===== src/rtl/crc_scrubber_if.sv =====
// Memory-side bus of the CRC scrubber: request/grant plus read return.
// master: req, we, addr, wdata, wcrc out; gnt, rvalid, rdata, rcrc in.
interface crc_scrubber_if #(
  parameter int DATA_WIDTH      = 8,
  parameter int POLYNOMIAL_BITS = 4,
  parameter int ADDR_WIDTH      = 4
);
  logic                       mem_req;
  logic                       mem_we;
  logic [ADDR_WIDTH-1:0]      mem_addr;
  logic [DATA_WIDTH-1:0]      mem_wdata;
  logic [POLYNOMIAL_BITS-1:0] mem_wcrc;
  logic                       mem_gnt;
  logic                       mem_rvalid;
  logic [DATA_WIDTH-1:0]      mem_rdata;
  logic [POLYNOMIAL_BITS-1:0] mem_rcrc;

  modport master (
    output mem_req, mem_we, mem_addr, mem_wdata, mem_wcrc,
    input  mem_gnt, mem_rvalid, mem_rdata, mem_rcrc
  );

  modport slave (
    input  mem_req, mem_we, mem_addr, mem_wdata, mem_wcrc,
    output mem_gnt, mem_rvalid, mem_rdata, mem_rcrc
  );
endinterface


===== src/rtl/crc_scrubber.sv =====
// Background CRC scrubber: reads each word, corrects single-bit errors.
// Ports: clk, rst, scrub_en, mem (bus), busy, err pulses/addr, counts, pass_done.
module crc_scrubber #(
  parameter int DATA_WIDTH      = 8,
  parameter int POLYNOMIAL_BITS = 4,
  parameter logic [POLYNOMIAL_BITS-1:0] POLYNOMIAL = 4'h3,
  parameter int ADDR_WIDTH      = 4,
  parameter int SCRUB_INTERVAL  = 256
) (
  input  logic                  clk,
  input  logic                  rst,
  input  logic                  scrub_en,
  crc_scrubber_if.master        mem,
  output logic                  busy,
  output logic                  err_corrected,
  output logic                  err_uncorr,
  output logic [ADDR_WIDTH-1:0] err_addr,
  output logic [7:0]            corr_cnt,
  output logic [7:0]            uncorr_cnt,
  output logic                  pass_done
);
  localparam int DW = DATA_WIDTH;
  localparam int P  = POLYNOMIAL_BITS;
  localparam int CW = DW + P;
  localparam int IW = $clog2(SCRUB_INTERVAL + 1);
  localparam logic [IW-1:0] CNT_LOAD = IW'(SCRUB_INTERVAL - 1);

  typedef enum logic [2:0] {
    S_IDLE, S_WAIT, S_RD_REQ, S_RD_WAIT,
    S_CHECK, S_WR_REQ, S_NEXT
  } state_e;

  state_e          state_q, state_d;
  logic [IW-1:0]   cnt_q, cnt_d;
  logic [ADDR_WIDTH-1:0] addr_q, addr_d;
  logic [DW-1:0]   rdata_q, rdata_d;
  logic [P-1:0]    rcrc_q, rcrc_d;
  logic [DW-1:0]   wdata_q, wdata_d;
  logic [P-1:0]    wcrc_q, wcrc_d;
  logic            req_q, req_d;
  logic            we_q, we_d;
  logic            errc_q, errc_d;
  logic            erru_q, erru_d;
  logic [ADDR_WIDTH-1:0] eaddr_q, eaddr_d;
  logic [7:0]      ccnt_q, ccnt_d;
  logic [7:0]      ucnt_q, ucnt_d;
  logic            pass_q, pass_d;

  logic [P-1:0]    syn;
  logic [CW-1:0]   hit;
  logic [CW-1:0]   cw_fix;
  logic [DW-1:0]   corr_data;
  logic [P-1:0]    corr_crc;
  logic            fix;
  logic            bad;

  // MSB-first division: returns d * x^P mod G.
  function automatic logic [P-1:0] crc_f(input logic [DW-1:0] d);
    logic [P-1:0] c;
    logic         fb;
    c = '0;
    for (int i = DW - 1; i >= 0; i--) begin
      fb = c[P-1] ^ d[i];
      c  = c << 1;
      if (fb) c = c ^ POLYNOMIAL;
    end
    return c;
  endfunction

  // Codeword layout {data, crc}: bit k<P is a CRC bit,
  // bit P+i is data bit i.
  always_comb begin
    syn       = crc_f(rdata_q) ^ rcrc_q;
    hit       = '0;
    for (int j = 0; j < P; j++)
      hit[j] = (syn == (P'(1) << j));
    for (int i = 0; i < DW; i++)
      hit[P+i] = (syn == crc_f(DW'(1) << i));
    fix       = $onehot(hit);
    bad       = (syn != '0) && !fix;
    cw_fix    = {rdata_q, rcrc_q} ^ hit;
    corr_data = cw_fix[CW-1:P];
    corr_crc  = crc_f(corr_data);
  end

  always_comb begin
    state_d = state_q;
    cnt_d   = cnt_q;
    addr_d  = addr_q;
    rdata_d = rdata_q;
    rcrc_d  = rcrc_q;
    wdata_d = wdata_q;
    wcrc_d  = wcrc_q;
    errc_d  = 1'b0;
    erru_d  = 1'b0;
    eaddr_d = eaddr_q;
    ccnt_d  = ccnt_q;
    ucnt_d  = ucnt_q;
    pass_d  = 1'b0;
    unique case (state_q)
      S_IDLE: begin
        if (scrub_en) begin
          cnt_d   = CNT_LOAD;
          state_d = S_WAIT;
        end
      end
      S_WAIT: begin
        if (!scrub_en) state_d = S_IDLE;
        else if (cnt_q == '0) state_d = S_RD_REQ;
        else cnt_d = cnt_q - IW'(1);
      end
      S_RD_REQ: begin
        if (mem.mem_gnt) state_d = S_RD_WAIT;
      end
      S_RD_WAIT: begin
        if (mem.mem_rvalid) begin
          rdata_d = mem.mem_rdata;
          rcrc_d  = mem.mem_rcrc;
          state_d = S_CHECK;
        end
      end
      S_CHECK: begin
        wdata_d = corr_data;
        wcrc_d  = corr_crc;
        state_d = S_NEXT;
        if (fix) begin
          errc_d  = 1'b1;
          eaddr_d = addr_q;
          if (ccnt_q != 8'hFF) ccnt_d = ccnt_q + 8'd1;
          state_d = S_WR_REQ;
        end else if (bad) begin
          erru_d  = 1'b1;
          eaddr_d = addr_q;
          if (ucnt_q != 8'hFF) ucnt_d = ucnt_q + 8'd1;
        end
      end
      S_WR_REQ: begin
        if (mem.mem_gnt) state_d = S_NEXT;
      end
      S_NEXT: begin
        addr_d = addr_q + ADDR_WIDTH'(1);
        pass_d = &addr_q;
        if (scrub_en) begin
          cnt_d   = CNT_LOAD;
          state_d = S_WAIT;
        end else begin
          state_d = S_IDLE;
        end
      end
      default: state_d = S_IDLE;
    endcase
    // Bus strobes are flops that follow the next state.
    req_d = (state_d == S_RD_REQ) || (state_d == S_WR_REQ);
    we_d  = (state_d == S_WR_REQ);
  end

  always_ff @(posedge clk) begin
    if (rst) begin
      state_q <= S_IDLE;
      cnt_q   <= '0;
      addr_q  <= '0;
      rdata_q <= '0;
      rcrc_q  <= '0;
      wdata_q <= '0;
      wcrc_q  <= '0;
      req_q   <= 1'b0;
      we_q    <= 1'b0;
      errc_q  <= 1'b0;
      erru_q  <= 1'b0;
      eaddr_q <= '0;
      ccnt_q  <= '0;
      ucnt_q  <= '0;
      pass_q  <= 1'b0;
    end else begin
      state_q <= state_d;
      cnt_q   <= cnt_d;
      addr_q  <= addr_d;
      rdata_q <= rdata_d;
      rcrc_q  <= rcrc_d;
      wdata_q <= wdata_d;
      wcrc_q  <= wcrc_d;
      req_q   <= req_d;
      we_q    <= we_d;
      errc_q  <= errc_d;
      erru_q  <= erru_d;
      eaddr_q <= eaddr_d;
      ccnt_q  <= ccnt_d;
      ucnt_q  <= ucnt_d;
      pass_q  <= pass_d;
    end
  end

  assign mem.mem_req   = req_q;
  assign mem.mem_we    = we_q;
  assign mem.mem_addr  = addr_q;
  assign mem.mem_wdata = wdata_q;
  assign mem.mem_wcrc  = wcrc_q;

  assign busy          = !(state_q inside {S_IDLE, S_WAIT});
  assign err_corrected = errc_q;
  assign err_uncorr    = erru_q;
  assign err_addr      = eaddr_q;
  assign corr_cnt      = ccnt_q;
  assign uncorr_cnt    = ucnt_q;
  assign pass_done     = pass_q;
endmodule


===== src/flat_wrapper.sv =====
// flat-port wrapper written by rule: the top's interface ports become plain ports
module crc_scrubber_flat 
#(
  parameter int DATA_WIDTH      = 8,
  parameter int POLYNOMIAL_BITS = 4,
  parameter logic [POLYNOMIAL_BITS-1:0] POLYNOMIAL = 4'h3,
  parameter int ADDR_WIDTH      = 4,
  parameter int SCRUB_INTERVAL  = 256
)
  (clk, rst, scrub_en, busy, err_corrected, err_uncorr, err_addr, corr_cnt, uncorr_cnt, pass_done, mem_mem_req, mem_mem_we, mem_mem_addr, mem_mem_wdata, mem_mem_wcrc, mem_mem_gnt, mem_mem_rvalid, mem_mem_rdata, mem_mem_rcrc);
  crc_scrubber_if #(.DATA_WIDTH(DATA_WIDTH), .POLYNOMIAL_BITS(POLYNOMIAL_BITS), .ADDR_WIDTH(ADDR_WIDTH)) mem_i ();
  input  logic clk;
  input  logic rst;
  input  logic scrub_en;
  output logic busy;
  output logic err_corrected;
  output logic err_uncorr;
  output logic [ADDR_WIDTH-1:0] err_addr;
  output logic [7:0] corr_cnt;
  output logic [7:0] uncorr_cnt;
  output logic pass_done;
  output wire logic [$bits(mem_i.mem_req)-1:0] mem_mem_req;
  output wire logic [$bits(mem_i.mem_we)-1:0] mem_mem_we;
  output wire logic [$bits(mem_i.mem_addr)-1:0] mem_mem_addr;
  output wire logic [$bits(mem_i.mem_wdata)-1:0] mem_mem_wdata;
  output wire logic [$bits(mem_i.mem_wcrc)-1:0] mem_mem_wcrc;
  input wire logic [$bits(mem_i.mem_gnt)-1:0] mem_mem_gnt;
  input wire logic [$bits(mem_i.mem_rvalid)-1:0] mem_mem_rvalid;
  input wire logic [$bits(mem_i.mem_rdata)-1:0] mem_mem_rdata;
  input wire logic [$bits(mem_i.mem_rcrc)-1:0] mem_mem_rcrc;
  assign mem_mem_req = mem_i.mem_req;
  assign mem_mem_we = mem_i.mem_we;
  assign mem_mem_addr = mem_i.mem_addr;
  assign mem_mem_wdata = mem_i.mem_wdata;
  assign mem_mem_wcrc = mem_i.mem_wcrc;
  assign mem_i.mem_gnt = mem_mem_gnt;
  assign mem_i.mem_rvalid = mem_mem_rvalid;
  assign mem_i.mem_rdata = mem_mem_rdata;
  assign mem_i.mem_rcrc = mem_mem_rcrc;
  crc_scrubber #(.DATA_WIDTH(DATA_WIDTH), .POLYNOMIAL_BITS(POLYNOMIAL_BITS), .POLYNOMIAL(POLYNOMIAL), .ADDR_WIDTH(ADDR_WIDTH), .SCRUB_INTERVAL(SCRUB_INTERVAL)) u_core (.clk(clk), .rst(rst), .scrub_en(scrub_en), .mem(mem_i), .busy(busy), .err_corrected(err_corrected), .err_uncorr(err_uncorr), .err_addr(err_addr), .corr_cnt(corr_cnt), .uncorr_cnt(uncorr_cnt), .pass_done(pass_done));
endmodule

===== config.mk =====
export PLATFORM = sky130hd
export DESIGN_NAME = crc_scrubber_flat
export DESIGN_NICKNAME = d
export VERILOG_FILES = /design/src/rtl/crc_scrubber_if.sv /design/src/rtl/crc_scrubber.sv /design/src/flat_wrapper.sv
export SDC_FILE = /design/constraint.sdc
export NUM_CORES = 1
export LEC_CHECK = 0
export BUFFER_PORTS_ARGS = -buffer_cell sky130_fd_sc_hd__buf_2
export CAP_MARGIN = 20
export CORE_UTILIZATION = 50
export DETAILED_ROUTE_END_ITERATION = 7
export PLACE_DENSITY = 0.85
export SYNTH_ARGS = -nofsm -noshare
export SYNTH_HDL_FRONTEND = slang
export SYNTH_SLANG_ARGS = --single-unit

===== constraint.sdc =====
create_clock -name clk -period 5.2 [get_ports clk]
set_input_delay 1.3 -clock clk [delete_from_list [all_inputs] [get_ports clk]]
set_output_delay 1.3 -clock clk [all_outputs]
set_load 0.05 [all_outputs]

==> results.yml, run 1 <==
place:
  dp_cells: 613
  dpl.hpwl_um: 6760
  port-buffer-count: 58
  globalplace.congestion: 0.867
  postPlaceCellArea_um2: 4500
  pre_cts_slack_ps: -264
finish:
  drive_gt1_frac: 0.362
  final_area_um2: 5110
  antenna_cells: 0
  layout.cells.non_filler: 651
  area_growth_pct: 37.3
  final_nets: 585
  n_fill_cell: 504
  final_util: 0.708
clocking:
  cts.reportedPaths.clkPinSlew_ps: 80
  cts-htree-levels: 3
  clock_latency_ps: 370
  ctsHoldBuffers: 0
  tritoncts: "yes"
  cts_buffer_depth: 2
  cts.sinks: 65
  cts_buffers: 9
  clockRootBuffer: "clkbuf_8"
yosys:
  synth_ff_type: "dfxtp_1"
  ys_seq_elements: 65
  syn_nets: 467
  ys_warn_count: 0
  synth_edf_count: 0
  yosysUniqueCellTypes: 54
  synth_area_um2: 3720
  synth-async-reset-ratio: 0
  seq_area_frac_synth: 0.350
  syn_inst: 429
  syn_avg_cell_area_um2: 8.67
power:
  ir_drop_mv: 0.158
  power_leakage_nw: 2.13
  p_comb_frac: 0.059
  sequentialPowerShare: 0.461
  swShare: 0.235
  powerDensity_nw_per_um2: 219
  clockPowerShare: 0.480
  power.total_mw: 1.12
  p_int_uw: 856
  p_switching_uw: 263
routing:
  wl_per_cell_um: 17.3
  drt_iter0_drc: 349
  first_pass_iters: 5
  final_antenna_net_count: 0
  drc_errors: 0
  vias: 3643
  vias_per_cell: 5.60
  routed_wirelength_um: 11300
grt:
  grt_pass1_vias: 3419
  grt_pass1_wl_um: 16200
  grt_usage: 0.279
  overflow: 0
  antenna_found_initial: 0
  grt_start_max_net_pins: 68
setup_path:
  cp_data_arrival_time_ps: 5850
  crit_fanout: 5
  critPathKind: "flop to flop"
  start_kind: "flop"
  crit_required_ps: 5450
  r2r_slack_ps: -400
  critPathCaptureType: "flop"
  rr_worst_depth: 23
  reg2reg_from: "u_core.rdata_q[4]"
  r2r-end: "u_core.err_addr[1]"
hold_path:
  min_to: "u_core.mem.mem_wcrc[0]"
  hold_class: "flop to flop"
  hold_depth: 2
  min_from: "u_core.mem.mem_wcrc[0]"
timing:
  worst_slack_ps: -401
  tightest_slew_ps: 894
  rsz0062_at_grt: "yes"
  maxSlewHeadroom: 0.402
  post-route-min-period_ps: 5600
  hold_viol: 0
  worst_hold_slack_ps: 494
  fin_tns_setup_ps: -5660
  drv_slew: 0
  final.period_utilization: 1.08
  skew_ps: 13.0
  timing.fmax_mhz: 179
  finalSetupViolCount: 22
outcome:
  status: "finished, violations left"
  failed_checks: "negative setup slack"
die:
  fp.coreArea_um2: 7210
  start_util: 0.516
  die_w_um: 88.3
  pin_count: 59
  die_h_um: 88.3
  dieArea_um2: 7790
  row_count: 31
job:
  max_cap_violations: 0
==> Yosys cell counts (all sizes together) (9+ instances only) <==
master  count  area, um2
xor2       21        199
a21oi      30        165
clkbuf     13       48.8
a211oi     11       87.6
nor3        9       45.0
xnor2      32        318
nand2      40        150
nand4       9       56.3
nor2       62        233
dfxtp      65       1300
ha         14        175
nand3      20        100
inv        26       97.6
mux2i      10        116
==> area by class of cell <==
| cell class | count | area (um2) | share of cell area |
|---|---|---|---|
| multi-input combinational | 321 | 2520 | 0.493 |
| sequential | 65 | 1300 | 0.255 |
| timing repair buffer | 124 | 822 | 0.161 |
| clock buffer | 10 | 128 | 0.0250 |
| tap | 99 | 124 | 0.0243 |
| clock inverter | 6 | 115 | 0.0225 |
| inverter | 26 | 97.6 | 0.0191 |
==> metal layers <==
| layer | up-vias | GRT usage | wire length [um] |
|---|---|---|---|
| met5 | - | 0 | 0 |
| met4 | 0 | 0.169 | 467 |
| met3 | 53 | 0.0718 | 727 |
| met2 | 167 | 0.464 | 5580 |
| met1 | 1718 | 0.324 | 4500 |
| li1 | 1705 | - | - |
==> cells in the final DEF (no fill, tap or decap), drive strengths merged, types with 2 or more instances in the layout <==
master,instances
a211oi,11
a21oi,30
a221oi,2
a22oi,2
a31oi,2
and2,4
and3,2
buf,124
bufinv,3
clkbuf,10
dfxtp,65
fa,7
ha,14
inv,27
mux2,2
mux2i,10
nand2,40
nand2b,3
nand3,20
nand4,9
nor2,62
nor2b,3
nor3,9
nor4,5
o21ai,8
o22ai,3
or3,3
or4,3
xnor2,32
xnor3,3
xor2,21
==> critical path, stage by stage (launching register included) <==
cell     delay [ps]
dfxtp_1         350
buf_4           150
xnor2_1         370
xnor2_1         250
buf_4           240
nand3_2         120
and2_4          180
nor2_2          120
ha_1            270
inv_2            70
fa_1            420
fa_1            510
fa_1            420
inv_2            90
ha_4            140
inv_2            40
fa_2            360
xor2_2          190
nand3_2         170
buf_4           180
or2_4           260
a21oi_4         230
mux2i_1         250
nor2_1           70
==> registers in the layout, summed over array words and instances, names as in the netlist <==
register              flops
u_core.mem.mem_addr       4
u_core.corr_cnt           8
u_core.err_addr           4
u_core.pass_done          1
u_core.rcrc_q             4
u_core.mem.mem_wdata      8
u_core.mem.mem_req        1
u_core.mem.mem_wcrc       4
u_core.mem.mem_we         1
u_core.rdata_q            8
u_core.state_q            3
u_core.err_uncorr         1
u_core.err_corrected      1
u_core.cnt_q              9
u_core.uncorr_cnt         8
==> power by group through the flow <==
stage	logic, mW	clock network (mW)	registers [mW]
floorplan	0.0425	0	0.524
global route	0.0717	0.561	0.516
finish	0.0661	0.537	0.515
detailed placement	0.0593	0	0.527
global placement	0.0572	0	0.526
CTS	0.0616	0.539	0.515
==> cell families (layout without fill, tap and decap cells) <==
logic type,Yosys count,in the layout,synth area share
fa+ha+maj,21,21,0.0848
flops,65,65,0.350
xor+xnor,57,57,0.164
compound gates,65,65,0.113
mux,12,12,0.0373
buf+inv,43,166,0.0461
simple gates,166,166,0.205
==> repair_timing <==
item / in CTS / in global routing
setup endpoints to repair: 18 / 25
resized for setup: 25 / 16
buffers inserted: 14 / 7
pin swaps: 9 / 13
gates cloned: 0 / 0
==> worst max-delay path by stage <==
stage,start,end,depth (start not counted)
finish,u_core.rdata_q[4],u_core.err_addr[1],23
global route,u_core.rdata_q[4],u_core.corr_cnt[5],22
CTS,u_core.rdata_q[1],u_core.err_addr[2],21
detailed placement,u_core.rdata_q[5],u_core.err_addr[2],21
global placement,u_core.rdata_q[5],u_core.err_addr[0],20
floorplan,u_core.rdata_q[5],u_core.corr_cnt[5],21
Note: power is estimated with default switching activity, not from simulation.
==> run 2: changes to the inputs <==
--- a/config.mk
+++ b/config.mk
@@ -9,6 +9,7 @@
 export CAP_MARGIN = 20
 export CORE_UTILIZATION = 50
 export DETAILED_ROUTE_END_ITERATION = 7
+export GPL_TIMING_DRIVEN = 0
 export PLACE_DENSITY = 0.85
 export SYNTH_ARGS = -nofsm -noshare
 export SYNTH_HDL_FRONTEND = slang
==> run 2 against run 1 <==
Net effect:
- the flow still finishes with violations (negative setup slack)
- highest routed layer unchanged
- hold slack worse by 37 ps
- wire length down 2.8%
- combinational power up 6.1%
- clock power down 1%
- worst setup slack worse by 37 ps
- sequential cell count unchanged
- critical path depth down 1
==> results.yml, run 2 (same netlist as run 1, synthesis figures left out) <==
timing:
  hold_viol: 0
  worst_hold_slack_ps: 456
  skew_ps: 7.80
  post-route-min-period_ps: 5640
  maxSlewHeadroom: 0.478
  rsz0062_at_grt: "yes"
  tightest_slew_ps: 783
  finalSetupViolCount: 23
  final.period_utilization: 1.08
  worst_slack_ps: -438
  drv_slew: 0
  timing.fmax_mhz: 177
finish:
  n_fill_cell: 519
  drive_gt1_frac: 0.341
  multi_input_comb_area_um2: 2680
  layout.cells.non_filler: 632
  area_growth_pct: 36.6
  antenna_cells: 0
  final_common_cell: "dfxtp_1"
  final_cell_mix: "dfxtp_1, buf_2, nor2_1, nand2_1, buf_4"
  largest_register_ffs: 9
  max_flop_register: "u_core.cnt_q"
  final_nets: 566
  register_area_um2: 1310
place:
  dpl.hpwl_um: 6540
  port-buffer-count: 58
  globalplace.congestion: 0.868
  pre_cts_slack_ps: -644
  dp_cells: 586
clocking:
  clockRootBuffer: "clkbuf_8"
  clock_latency_ps: 360
  tritoncts: "yes"
  cts.reportedPaths.clkPinSlew_ps: 70
  cts.sinks: 65
  cts_buffers: 9
  cts_buffer_depth: 2
  cts-htree-levels: 3
setup_path:
  reg2reg_from: "u_core.rdata_q[1]"
  r2r_slack_ps: -440
  critPathCaptureType: "flop"
  r2r-end: "u_core.mem.mem_req"
  start_kind: "flop"
  critPathKind: "flop to flop"
  rr_worst_depth: 22
  cp_data_arrival_time_ps: 5930
  crit_fanout: 4
  crit_required_ps: 5490
power:
  ir_drop_mv: 0.187
  power_leakage_nw: 2.04
  powerDensity_nw_per_um2: 219
hold_path:
  hold_depth: 2
  hold_class: "flop to flop"
  min_from: "u_core.mem.mem_wcrc[0]"
  min_to: "u_core.mem.mem_wcrc[0]"
die:
  dieArea_um2: 7790
  fp.coreArea_um2: 7210
  die_h_um: 88.3
  start_util: 0.516
  row_count: 31
  pin_count: 59
  die_w_um: 88.3
routing:
  vias_per_cell: 5.70
  drc_errors: 0
  routed_wirelength_um: 11000
  vias: 3602
  final_antenna_net_count: 0
  first_pass_iters: 5
  wl_per_cell_um: 17.3
  drt_iter0_drc: 277
grt:
  overflow: 0
  grt_usage: 0.257
  antenna_found_initial: 0
  grt_pass1_wl_um: 15100
  grt_pass1_vias: 3134
  grt_start_max_net_pins: 13
outcome:
  status: "finished, violations left"
  failed_checks: "negative setup slack"
job:
  max_cap_violations: 0
[run 2: cell types whose count changed in the layout (fill, tap and decap cells not counted), sizes merged]
cell,delta
buf,-31
clkbuf,+12
clkinv,-1
clkinvlp,+1
[run 2: layout make-up]
cell class	count	area share
buffer	16	0.0150
tap	99	0.0244
clock inverter	6	0.0224
clock buffer	10	0.0251
multi-input combinational	321	0.527
inverter	26	0.0192
timing repair buffer	89	0.109
sequential	65	0.258
[run 2: power by group]
group | internal (mW) | total (mW) | switching, mW
registers | 0.506 | 0.513 | 0.00732
logic | 0.0273 | 0.0701 | 0.0428
clock network | 0.320 | 0.530 | 0.210
total | 0.853 | 1.11 | 0.260
[run 2: how the worst max path moves through the flow]
stage	startpoint	end	slack (ps)	depth (start not counted)
global placement	u_core.rdata_q[5]	u_core.corr_cnt[5]	-510	21
detailed placement	u_core.rdata_q[5]	u_core.corr_cnt[5]	-640	22
finish	u_core.rdata_q[1]	u_core.mem.mem_req	-440	22
global route	u_core.rdata_q[1]	u_core.mem.mem_req	-530	22
CTS	u_core.rdata_q[1]	u_core.uncorr_cnt[1]	-270	22
floorplan	u_core.rdata_q[5]	u_core.corr_cnt[5]	-130	21
[run 2: what timing repair did]
| action | CTS | global route |
|---|---|---|
| buffers inserted | 18 | 13 |
| resized for setup | 41 | 29 |
| pin swaps | 31 | 11 |
| endpoints found under the setup margin | 26 | 25 |
| hold buffers | 0 | 0 |
[run 2: per-layer routing]
metal / wire [um] / vias to the layer above / global-route usage
met5: 0 / - / 0
met4: 365 / 0 / 0.111
met3: 644 / 35 / 0.0513
met2: 5440 / 178 / 0.417
met1: 4510 / 1727 / 0.334
li1: - / 1662 / -
[run 2: stage by stage]
stage | setup TNS [ps] | total power [mW] | area (um2) | utilization
after detailed placement | -9900 | 0.586 | 4240 | 0.587
after global routing | -9470 | 1.14 | 5080 | 0.704
after floorplan | -290 | 0.567 | 3820 | -
final | -6170 | 1.11 | 5080 | 0.704
after global placement | -6590 | 0.583 | 4240 | 0.587
after CTS | -3360 | 1.11 | 4800 | 0.665
[run 2: worst max-delay path, cell delays in order (launching register included)]
cell	delay [ps]
dfxtp_2	350
xnor3_2	490
buf_6	160
xnor2_4	190
mux2i_4	380
a21oi_2	100
ha_4	290
inv_2	40
fa_1	480
fa_1	570
fa_1	470
inv_2	100
ha_4	140
inv_2	40
fa_2	340
xor2_2	200
nand3_4	140
o21ai_4	250
buf_4	160
buf_6	90
nand3_4	80
or3_4	370
a21oi_2	140
==> run 3: changes to the inputs <==
--- a/config.mk
+++ b/config.mk
@@ -7,10 +7,12 @@
 export LEC_CHECK = 0
 export BUFFER_PORTS_ARGS = -buffer_cell sky130_fd_sc_hd__buf_2
 export CAP_MARGIN = 20
-export CORE_UTILIZATION = 50
+export CELL_PAD_IN_SITES_DETAIL_PLACEMENT = 1
+export CELL_PAD_IN_SITES_GLOBAL_PLACEMENT = 1
+export CORE_UTILIZATION = 39
 export DETAILED_ROUTE_END_ITERATION = 7
 export GPL_TIMING_DRIVEN = 0
-export PLACE_DENSITY = 0.85
+export PLACE_DENSITY = 0.87
 export SYNTH_ARGS = -nofsm -noshare
 export SYNTH_HDL_FRONTEND = slang
 export SYNTH_SLANG_ARGS = --single-unit
==> run 3 against run 2 <==
Net effect:
- the run still ends with negative setup slack left
- die area is 28% higher
- sequential share of layout area shrank 0.14 points
- worst setup slack worse by 90 ps
- largest power group is now sequential cells
==> results.yml, run 3 (same netlist as run 1, synthesis figures left out) <==
place:
  globalplace.congestion: 0.844
  dpl.hpwl_um: 8200
  port-buffer-count: 58
  postPlaceCellArea_um2: 4270
hold_path:
  hold_class: "flop to flop"
  min_from: "u_core.rcrc_q[1]"
  hold_depth: 2
  min_to: "u_core.rcrc_q[1]"
setup_path:
  reg2reg_from: "u_core.rdata_q[2]"
  cp_data_arrival_time_ps: 5930
  critPathCaptureType: "flop"
  r2r-end: "u_core.uncorr_cnt[5]"
  crit_path_frequent_cell: "fa_1"
  r2r_slack_ps: -530
  slowest_stage: "xor3_2"
  start_kind: "flop"
  critPathMaxStageDelay_ps: 560
  rr_worst_depth: 21
  crit_required_ps: 5410
  crit_fanout: 8
  crit_chain: "xor3_2 -> buf_4 -> nor3_2 -> a21oi_2 -> nor2_4 -> ha_4 -> inv_2 -> fa_1 -> inv_1 -> fa_1 -> fa_1 -> ha_1 -> a21o_1 -> a21oi_4 -> xnor2_4 -> o21ai_4 -> a311oi_4 -> buf_6 -> nand4_1 -> xor2_1 -> nor2_1"
  critPathKind: "flop to flop"
timing:
  maxSlewHeadroom: 0.434
  hold_viol: 0
  final.period_utilization: 1.10
  drv_slew: 0
  finalSetupViolCount: 23
  timing.fmax_mhz: 175
  post-route-min-period_ps: 5730
  tightest_slew_ps: 849
  rsz0062_at_grt: "yes"
  worst_hold_slack_ps: 496
  skew_ps: 13.7
  worst_slack_ps: -528
clocking:
  tritoncts: "yes"
  clockRootBuffer: "clkbuf_8"
  cts_buffer_depth: 2
  cts_buffers: 9
  cts.sinks: 65
  clock_latency_ps: 350
  cts.reportedPaths.clkPinSlew_ps: 80
  cts-htree-levels: 3
routing:
  first_pass_iters: 4
  wl_per_cell_um: 20.7
  final_antenna_net_count: 0
  vias_per_cell: 5.49
  vias: 3677
  drt_iter0_drc: 163
  drc_errors: 0
  routed_wirelength_um: 13900
finish:
  antenna_cells: 0
  final_nets: 575
  area_growth_pct: 37.5
  register_area_um2: 1310
  final_area_um2: 5110
  final_util: 0.554
  drive_gt1_frac: 0.351
  multi_input_comb_area_um2: 2650
  largest_register_ffs: 9
  n_fill_cell: 1086
  final_common_cell: "dfxtp_1"
  max_flop_register: "u_core.cnt_q"
  final_cell_mix: "dfxtp_1, buf_2, nor2_1, nand2_1, buf_4"
die:
  pin_count: 59
  die_h_um: 99.7
  dieArea_um2: 9930
  fp.coreArea_um2: 9240
  start_util: 0.403
  die_w_um: 99.7
  row_count: 35
outcome:
  failed_checks: "negative setup slack"
  status: "finished, violations left"
grt:
  antenna_found_initial: 0
  grt_pass1_wl_um: 19500
  grt_start_max_net_pins: 11
  overflow: 0
  grt_pass1_vias: 3749
  grt_usage: 0.256
power:
  power_leakage_nw: 2.05
  ir_drop_mv: 0.153
  powerDensity_nw_per_um2: 209
job:
  max_cap_violations: 0
## run 3: changes by cell type in the layout (fill, tap and decap cells not counted), moves of 2 or more
cell | before | now
nand3_2 | 5 | 8
nand3_1 | 13 | 11
nor3_2 | 0 | 3
clkinvlp_4 | 2 | 0
buf_6 | 7 | 5
inv_1 | 20 | 22
buf_4 | 25 | 36
inv_2 | 6 | 4
ha_4 | 4 | 2
nor3_4 | 2 | 0
## run 3: per-stage QoR
stage	setup TNS [ps]	total power, mW	setup WS, ps	instances
after global routing	-11700	1.10	-647	670
after floorplan	-290	0.567	-130	429
final	-8060	1.07	-528	670
after CTS	-4240	1.06	-290	655
after detailed placement	-11980	0.589	-760	616
after global placement	-6090	0.584	-497	616
## run 3: worst max path at each step
stage	startpoint	to	slack [ps]	depth (start not counted)
finish	u_core.rdata_q[2]	u_core.uncorr_cnt[5]	-530	21
global route	u_core.rdata_q[2]	u_core.uncorr_cnt[5]	-650	22
CTS	u_core.rdata_q[1]	u_core.corr_cnt[7]	-290	21
detailed placement	u_core.rdata_q[5]	u_core.corr_cnt[5]	-760	22
global placement	u_core.rdata_q[5]	u_core.corr_cnt[5]	-500	19
floorplan	u_core.rdata_q[5]	u_core.corr_cnt[5]	-130	21
## run 3: layer usage
layer / wire length [um] / up-vias / GRT usage
li1: - / 1668 / -
met5: 0 / - / 0
met1: 5750 / 1850 / 0.313
met3: 545 / 38 / 0.0401
met2: 7080 / 121 / 0.447
met4: 504 / 0 / 0.104
## run 3: area by class of cell
class,count,share of cell area
buffer,16,0.0149
tap,129,0.0316
sequential,65,0.256
multi-input combinational,321,0.517
inverter,26,0.0191
clock inverter,3,0.0127
timing repair buffer,98,0.120
clock buffer,12,0.0284
## run 3: what timing repair did
item                                    4_1_cts  5_1_grt
setup buffers                                25       15
endpoints found under the setup margin       26       26
pin swaps                                    18       24
hold buffers                                  0        0
hold endpoints to repair                      0        0
resized for setup                            40       24
## run 3: where the power goes
group | switching [mW] | internal, mW
Sequential | 0.00727 | 0.506
Clock | 0.203 | 0.280
Combinational | 0.0432 | 0.0270
Total | 0.253 | 0.813
## run 3: worst max-delay path, delay by kind of cell (launching register included)
kind                       cells  cell delay [ps]
and+or+nand+nor                4              620
buffers and inverters          4              470
adders and majority gates      5             2000
AOI/OAI and AO/OA              5              980
xor gates and xnor gates       3             1020
DFF                            1              470
